===== src/rtl/stack_pkg.sv =====
// Shared constants and sizing helpers for the parameterised stack.
// Latency: n/a (compile-time only).
// Backpressure: n/a.
package stack_pkg;

    // Default geometry used when the stack is instantiated without overrides
    localparam int DEF_WIDTH = 8;
    localparam int DEF_DEPTH = 16;

    // Occupancy counter width: must represent 0..depth inclusive
    function automatic int cnt_width(input int depth);
        return $clog2(depth + 1);
    endfunction

    // Storage index width: must address 0..depth-1, never narrower than 1 bit
    function automatic int addr_width(input int depth);
        return (depth > 1) ? $clog2(depth) : 1;
    endfunction

    localparam int DEF_CW = cnt_width(DEF_DEPTH);
    localparam int DEF_AW = addr_width(DEF_DEPTH);

endpackage


===== src/rtl/stack_regfile.sv =====
// Stack word storage: one synchronous write port, two combinational read ports (top and word below).
// Latency: write visible on the read ports the cycle after the write edge; reads are same-cycle.
// Backpressure: none; the caller decides when a write is legal.
module stack_regfile
    import stack_pkg::*;
#(
    parameter int WIDTH = DEF_WIDTH,
    parameter int DEPTH = DEF_DEPTH,
    parameter int AW    = addr_width(DEPTH)
) (
    input  logic             clk,
    input  logic             wr_en,
    input  logic [AW-1:0]    wr_addr,
    input  logic [WIDTH-1:0] wr_data,
    input  logic [AW-1:0]    rd_top_addr,
    output logic [WIDTH-1:0] rd_top_data,
    input  logic [AW-1:0]    rd_below_addr,
    output logic [WIDTH-1:0] rd_below_data
);

    logic [WIDTH-1:0] mem [DEPTH];

    // Range guards matter only for non-power-of-two depths, where an index can exceed DEPTH-1
    logic wr_in_range;
    logic top_in_range;
    logic below_in_range;

    assign wr_in_range    = (int'(wr_addr) < DEPTH);
    assign top_in_range   = (int'(rd_top_addr) < DEPTH);
    assign below_in_range = (int'(rd_below_addr) < DEPTH);

    // Storage is deliberately not reset: entries at or above the occupancy are never observed
    always_ff @(posedge clk) begin
        if (wr_en && wr_in_range) begin
            mem[wr_addr] <= wr_data;
        end
    end

    assign rd_top_data   = top_in_range   ? mem[rd_top_addr]   : '0;
    assign rd_below_data = below_in_range ? mem[rd_below_addr] : '0;

endmodule


===== src/rtl/param_stack.sv =====
// LIFO stack with registered peek (top), registered pop data and one-cycle status pulses.
// Latency: pop -> data_out/out_valid 1 cycle; push -> top 1 cycle; flags decode the registered count.
// Backpressure: none; a push when full or pop when empty is dropped and flagged with overflow/underflow.
module param_stack
    import stack_pkg::*;
#(
    parameter int WIDTH     = DEF_WIDTH,
    parameter int DEPTH     = DEF_DEPTH,
    parameter int AFULL_LVL = DEPTH - 2
) (
    input  logic                         clk,
    input  logic                         reset,
    input  logic                         push,
    input  logic                         pop,
    input  logic [WIDTH-1:0]             data_in,
    output logic [WIDTH-1:0]             data_out,
    output logic                         out_valid,
    output logic [WIDTH-1:0]             top,
    output logic [cnt_width(DEPTH)-1:0]  count,
    output logic                         empty,
    output logic                         full,
    output logic                         almost_full,
    output logic                         overflow,
    output logic                         underflow
);

    localparam int CW = cnt_width(DEPTH);
    localparam int AW = addr_width(DEPTH);

    localparam logic [CW-1:0] CNT_ONE = CW'(1);
    localparam logic [CW-1:0] CNT_TWO = CW'(2);
    localparam logic [CW-1:0] CNT_MAX = CW'(DEPTH);
    localparam logic [CW-1:0] CNT_AF  = CW'(AFULL_LVL);

    // Operation decode
    logic do_grow;     // accepted push that adds a word (includes push+pop on empty)
    logic do_shrink;   // accepted pop that removes a word
    logic do_swap;     // push+pop on a non-empty stack: replace top in place
    logic rej_push;
    logic rej_pop;

    // Storage interface
    logic             wr_en;
    logic [AW-1:0]    wr_addr;
    logic [AW-1:0]    top_addr;
    logic [AW-1:0]    below_addr;
    logic [WIDTH-1:0] rd_top;
    logic [WIDTH-1:0] rd_below;

    // Status flags come straight from the registered occupancy
    assign empty       = (count == '0);
    assign full        = (count == CNT_MAX);
    assign almost_full = (count >= CNT_AF);

    // Classify this cycle's request against the current occupancy
    always_comb begin
        do_grow   = 1'b0;
        do_shrink = 1'b0;
        do_swap   = 1'b0;
        rej_push  = 1'b0;
        rej_pop   = 1'b0;
        unique case ({push, pop})
            2'b10: begin
                do_grow  = ~full;
                rej_push = full;
            end
            2'b01: begin
                do_shrink = ~empty;
                rej_pop   = empty;
            end
            2'b11: begin
                // An empty stack has nothing to swap: the push lands, the pop is refused
                do_swap = ~empty;
                do_grow = empty;
                rej_pop = empty;
            end
            default: begin
            end
        endcase
    end

    // Top lives at count-1; the word that becomes top after a pop lives at count-2
    assign top_addr   = AW'(count - CNT_ONE);
    assign below_addr = AW'(count - CNT_TWO);

    // A swap overwrites the current top slot, a grow writes the first free slot.
    // Writes are suppressed while reset is held so an in-flight push leaves no trace.
    assign wr_en   = ~reset & (do_grow | do_swap);
    assign wr_addr = do_swap ? top_addr : AW'(count);

    stack_regfile #(
        .WIDTH (WIDTH),
        .DEPTH (DEPTH),
        .AW    (AW)
    ) u_regfile (
        .clk           (clk),
        .wr_en         (wr_en),
        .wr_addr       (wr_addr),
        .wr_data       (data_in),
        .rd_top_addr   (top_addr),
        .rd_top_data   (rd_top),
        .rd_below_addr (below_addr),
        .rd_below_data (rd_below)
    );

    // Occupancy, peek register, pop data register and the one-cycle status pulses
    always_ff @(posedge clk or posedge reset) begin
        if (reset) begin
            count     <= '0;
            data_out  <= '0;
            top       <= '0;
            out_valid <= 1'b0;
            overflow  <= 1'b0;
            underflow <= 1'b0;
        end else begin
            out_valid <= 1'b0;
            overflow  <= rej_push;
            underflow <= rej_pop;
            if (do_grow) begin
                count <= count + CNT_ONE;
                top   <= data_in;
            end else if (do_swap) begin
                data_out  <= rd_top;
                out_valid <= 1'b1;
                top       <= data_in;
            end else if (do_shrink) begin
                data_out  <= rd_top;
                out_valid <= 1'b1;
                count     <= count - CNT_ONE;
                // Popping the last word leaves nothing to peek at
                top       <= (count == CNT_ONE) ? '0 : rd_below;
            end
        end
    end

endmodule


===== config.mk =====
export PLATFORM = sky130hd
export DESIGN_NAME = param_stack
export DESIGN_NICKNAME = d
export VERILOG_FILES = /design/src/rtl/stack_pkg.sv /design/src/rtl/stack_regfile.sv /design/src/rtl/param_stack.sv
export SDC_FILE = /design/constraint.sdc
export NUM_CORES = 1
export LEC_CHECK = 0
export CAP_MARGIN = 10
export CORE_AREA = 3 3 126 128
export CTS_BUF_LIST = sky130_fd_sc_hd__clkbuf_8
export DETAILED_ROUTE_END_ITERATION = 16
export DIE_AREA = 0 0 129 131
export GPL_TIMING_DRIVEN = 0
export PLACE_DENSITY = 0.73
export SLEW_MARGIN = 20
export SYNTH_ARGS = -nofsm -noshare
export SYNTH_HDL_FRONTEND = slang
export SYNTH_HIERARCHICAL = 1
export SYNTH_SLANG_ARGS = --single-unit

===== constraint.sdc =====
create_clock -name clk -period 4.8 [get_ports clk]
set_clock_uncertainty 0.2 [all_clocks]
set_input_delay 0.48 -clock clk [delete_from_list [all_inputs] [get_ports clk]]
set_output_delay 0.48 -clock clk [all_outputs]
set_load 0.005 [all_outputs]

==> impl_metrics.json, run 1 <==
{
  "status": "finished, final reports clean",
  "synth_edf_count": 128,
  "clockBufferDepth": 2,
  "placed_cell_area_mm2": 0.00805,
  "syn_avg_cell_area_um2": 16.6,
  "drive_above_1_share_pct": 21.3,
  "post-route-min-period_ns": 4.32,
  "area_growth_pct": 13.3,
  "grt_usage_pct": 22.4,
  "max_slew_margin_pct": 28.1,
  "rsz0062_at_grt": "false",
  "maxCapViolCount": 0,
  "tightest_slew_ns": 1.08,
  "ir_worst_vdd_mv": 0.298,
  "cts_hold_buffers": 0,
  "p_leak_nw": 2.97,
  "multi_input_area_mm2": 0.00272,
  "post-route-period-util_pct": 90.1,
  "crit_required_ns": 4.66,
  "grt_first_pass_wirelength_um": 27300,
  "p_sw_share_pct": 39.8,
  "cts_tree": "built",
  "hpwl_um": 12200,
  "power_switching_w": 0.00220,
  "clock.fmax_ghz": 0.231,
  "globalRoute.totalOverflow": 0,
  "die_h_um": 131,
  "power.internal_w": 0.00333,
  "avgViaCountPerCell": 6.44,
  "coreArea_mm2": 0.0150,
  "routed_wl_um": 18000,
  "p_clk_share_pct": 16.2,
  "synth_seq_cells": 152,
  "seqCellArea_mm2": 0.00444,
  "stdcell_area_mm2": 0.00841,
  "dr.pass1.iters": 5,
  "comb_power_share_pct": 53.2,
  "synth_area_leaders": "edfxtp_1 52%, mux4_2 10%, mux4_1 9.9%",
  "critPathKind": "reg -> reg",
  "cts-buffers-inserted": 17,
  "ys_types": 45,
  "start_util_pct": 49.6,
  "antenna_found_initial": 0,
  "hold_viol_final": 0,
  "clk_latency_ns": 0.45,
  "fill_cells": 1125,
  "yosysWarnings": 6,
  "cts_htree_levels": 4,
  "ios": 39,
  "postRouteAntennaNets": 0,
  "syn_inst": 447,
  "start_kind": "flop",
  "gp_congestion": 1.02,
  "drcViolationCount": 0,
  "grt_max_degree": 25,
  "fin_tns_setup_ns": 0,
  "hold_class": "in -> reg",
  "seq_power_share_pct": 30.6,
  "die-area_mm2": 0.0169,
  "clk_pin_slew_ns": 0.09,
  "cts-resized-gates": 0,
  "clock-root-buffer": "clkbuf_8",
  "yosys.area.top_type": "edfxtp_1",
  "fin_nets": 523,
  "drt-initial-drc-count": 562,
  "vias": 4537,
  "grt_pass1_vias": 4413,
  "syn_nets": 467,
  "powerDensity_mw_per_mm2": 658,
  "cts_sinks": 152,
  "yosysSeqAreaShare_pct": 59.9,
  "n_antenna_cell": 0,
  "async_flop_share_pct": 15.8,
  "finalPower_w": 0.00553,
  "setup_viol": 0,
  "cts_setup_buffers": 0,
  "wl_per_cell_um": 25.6,
  "timing.final.max_slew_violations": 0,
  "rows": 45,
  "syn_area_mm2": 0.00742,
  "end_kind": "flop",
  "yosys.area.top_type_share_pct": 51.8,
  "synth_flop_cell": "edfxtp_1",
  "portBuffers": 37,
  "crit_path_max_fanout": 11,
  "cp.arrival_ns": 4.19,
  "die_x_um": 129
}
-- power by group through the flow --
stage | combinational [W] | clock [W] | sequential, W
CTS | 0.00289 | 0.000914 | 0.00169
global route | 0.00310 | 0.000969 | 0.00171
detailed placement | 0.00288 | 0 | 0.00172
floorplan | 0.00192 | 0 | 0.00170
global placement | 0.00284 | 0 | 0.00171
finish | 0.00294 | 0.000896 | 0.00169
-- flip-flops by register name, summed over array words and instances, names as in the netlist --
| signal | flops |
|---|---|
| count | 5 |
| data_out | 8 |
| out_valid | 1 |
| overflow | 1 |
| top | 8 |
| u_regfile/mem | 128 |
| underflow | 1 |
-- through the flow --
stage	util, %	hold slack, ns	cells	worst slack (ns)
finish	56.2	0.242	704	0.476
CTS	56.2	0.211	704	0.254
floorplan	-	0.268	447	1.24
global placement	53.6	0.263	672	0.386
detailed placement	53.8	0.266	672	0.289
global route	56.2	0.251	704	0.336
-- area by class of cell --
type | count | share of cell area [%]
multi-input cells | 256 | 32.4
clock buffers | 17 | 2.78
well taps | 188 | 2.80
plain buffers | 29 | 2.84
inverters | 10 | 0.461
clock inverters | 15 | 1.53
repair buffers | 37 | 4.40
flip-flops and latches | 152 | 52.8
-- critical path, stage by stage (launching register included) --
cell,delay (ns)
dfrtp_1,0.45
inv_1,0.33
ha_1,0.28
or3b_1,0.37
buf_6,0.15
o21ai_2,0.14
buf_4,0.20
inv_2,0.05
buf_2,0.17
nand2_2,0.11
xnor2_1,0.37
nand2b_1,0.23
nor2_1,0.86
-- final timing paths --
path	from	to	slack (ns)	cells past startpoint
setup reg to reg	count[1]$_DFFE_PP0P_	u_regfile/mem[5][0]$_DFFE_PP_	0.48	12
setup / recovery	count[1]$_DFFE_PP0P_	u_regfile/mem[5][0]$_DFFE_PP_	0.48	12
max in group asynchronous	reset	top[1]$_DFFE_PP0P_	3.47	2
min in group asynchronous	reset	data_out[1]$_DFFE_PP0P_	0.37	2
hold / removal	push	count[2]$_DFFE_PP0P_	0.24	4
hold reg to reg	data_out[7]$_DFFE_PP0P_	data_out[7]$_DFFE_PP0P_	0.28	2
-- layer usage --
layer  part of all wire (%)  global-route usage, %  up-vias
li1                       -                      -     1925
met1                     42                   31.1     2365
met2                     49                   35.3      211
met3                    6.9                   4.51       36
met4                    2.5                   8.59        0
met5                      0                      0        -
-- cells in the mapped netlist (all sizes together) (2+ instances only) --
cell type	count
and2	2
xnor2	6
nand3b	2
nor3	7
a22oi	32
xor2	4
nor2	25
nand3	14
a21boi	2
or3b	2
a21o	2
a31oi	9
o21ai	7
dfrtp	24
nand2	56
edfxtp	128
mux4	64
inv	9
clkdlybuf4s25	6
nand2b	2
nor2b	2
buf	22
and2b	2
a21oi	2
ha	8
-- cells in the final DEF (no fill, tap or decap), types with 5 or more instances in the layout --
master and instances:
mux4_1 28, buf_2 8, ha_1 8, clkdlybuf4s50_1 37, buf_6 8, nand3_1 14, xnor2_1 5, a31oi_1 9
nand2_1 54, clkbuf_8 17, a22oi_1 32, edfxtp_1 128, mux4_2 34, clkdlybuf4s25_2 6, clkinvlp_4 5, buf_4 6
inv_1 9, nor2_1 25, dfrtp_1 24
-- logic make-up (layout without fill, tap and decap cells) --
family                     after synthesis  after routing  share of synthesized area [%]
AOI/OAI and AO/OA                       56             56                           5.58
xor gates and xnor gates                10             10                           1.28
adders and majority gates                8              8                           1.35
buffers and inverters                   39            108                           3.74
DFF                                    152            152                           59.9
muxes                                   65             65                           21.1
and+or+nand+nor                        117            117                           7.09
(Power assumes the default switching activity.)
==> inputs of run 2 (changes only) <==
==> constraint.sdc (replaced) <==
create_clock -name clk -period 5.55 [get_ports clk]
set_clock_uncertainty 0.2 [all_clocks]
set_input_delay 0.555 -clock clk [delete_from_list [all_inputs] [get_ports clk]]
set_output_delay 0.555 -clock clk [all_outputs]
set_load 0.005 [all_outputs]
==> results of run 2 <==
Same layout as run 1 (identical final DEF). Status: finished, final reports clean.
Among the figures that moved: setup slack after placement 0.289 ns -> 1.04 ns; setup slack after layout 0.476 ns -> 1.23 ns; hold slack 0.242 ns -> 0.284 ns; register-to-register setup slack 0.48 ns -> 1.23 ns; end point of the worst hold path count[2]$_DFFE_PP0P_ -> data_out[7]$_DFFE_PP0P_; total power 0.00553 W -> 0.00478 W; worst IR drop on VDD 0.298 mV -> 0.257 mV
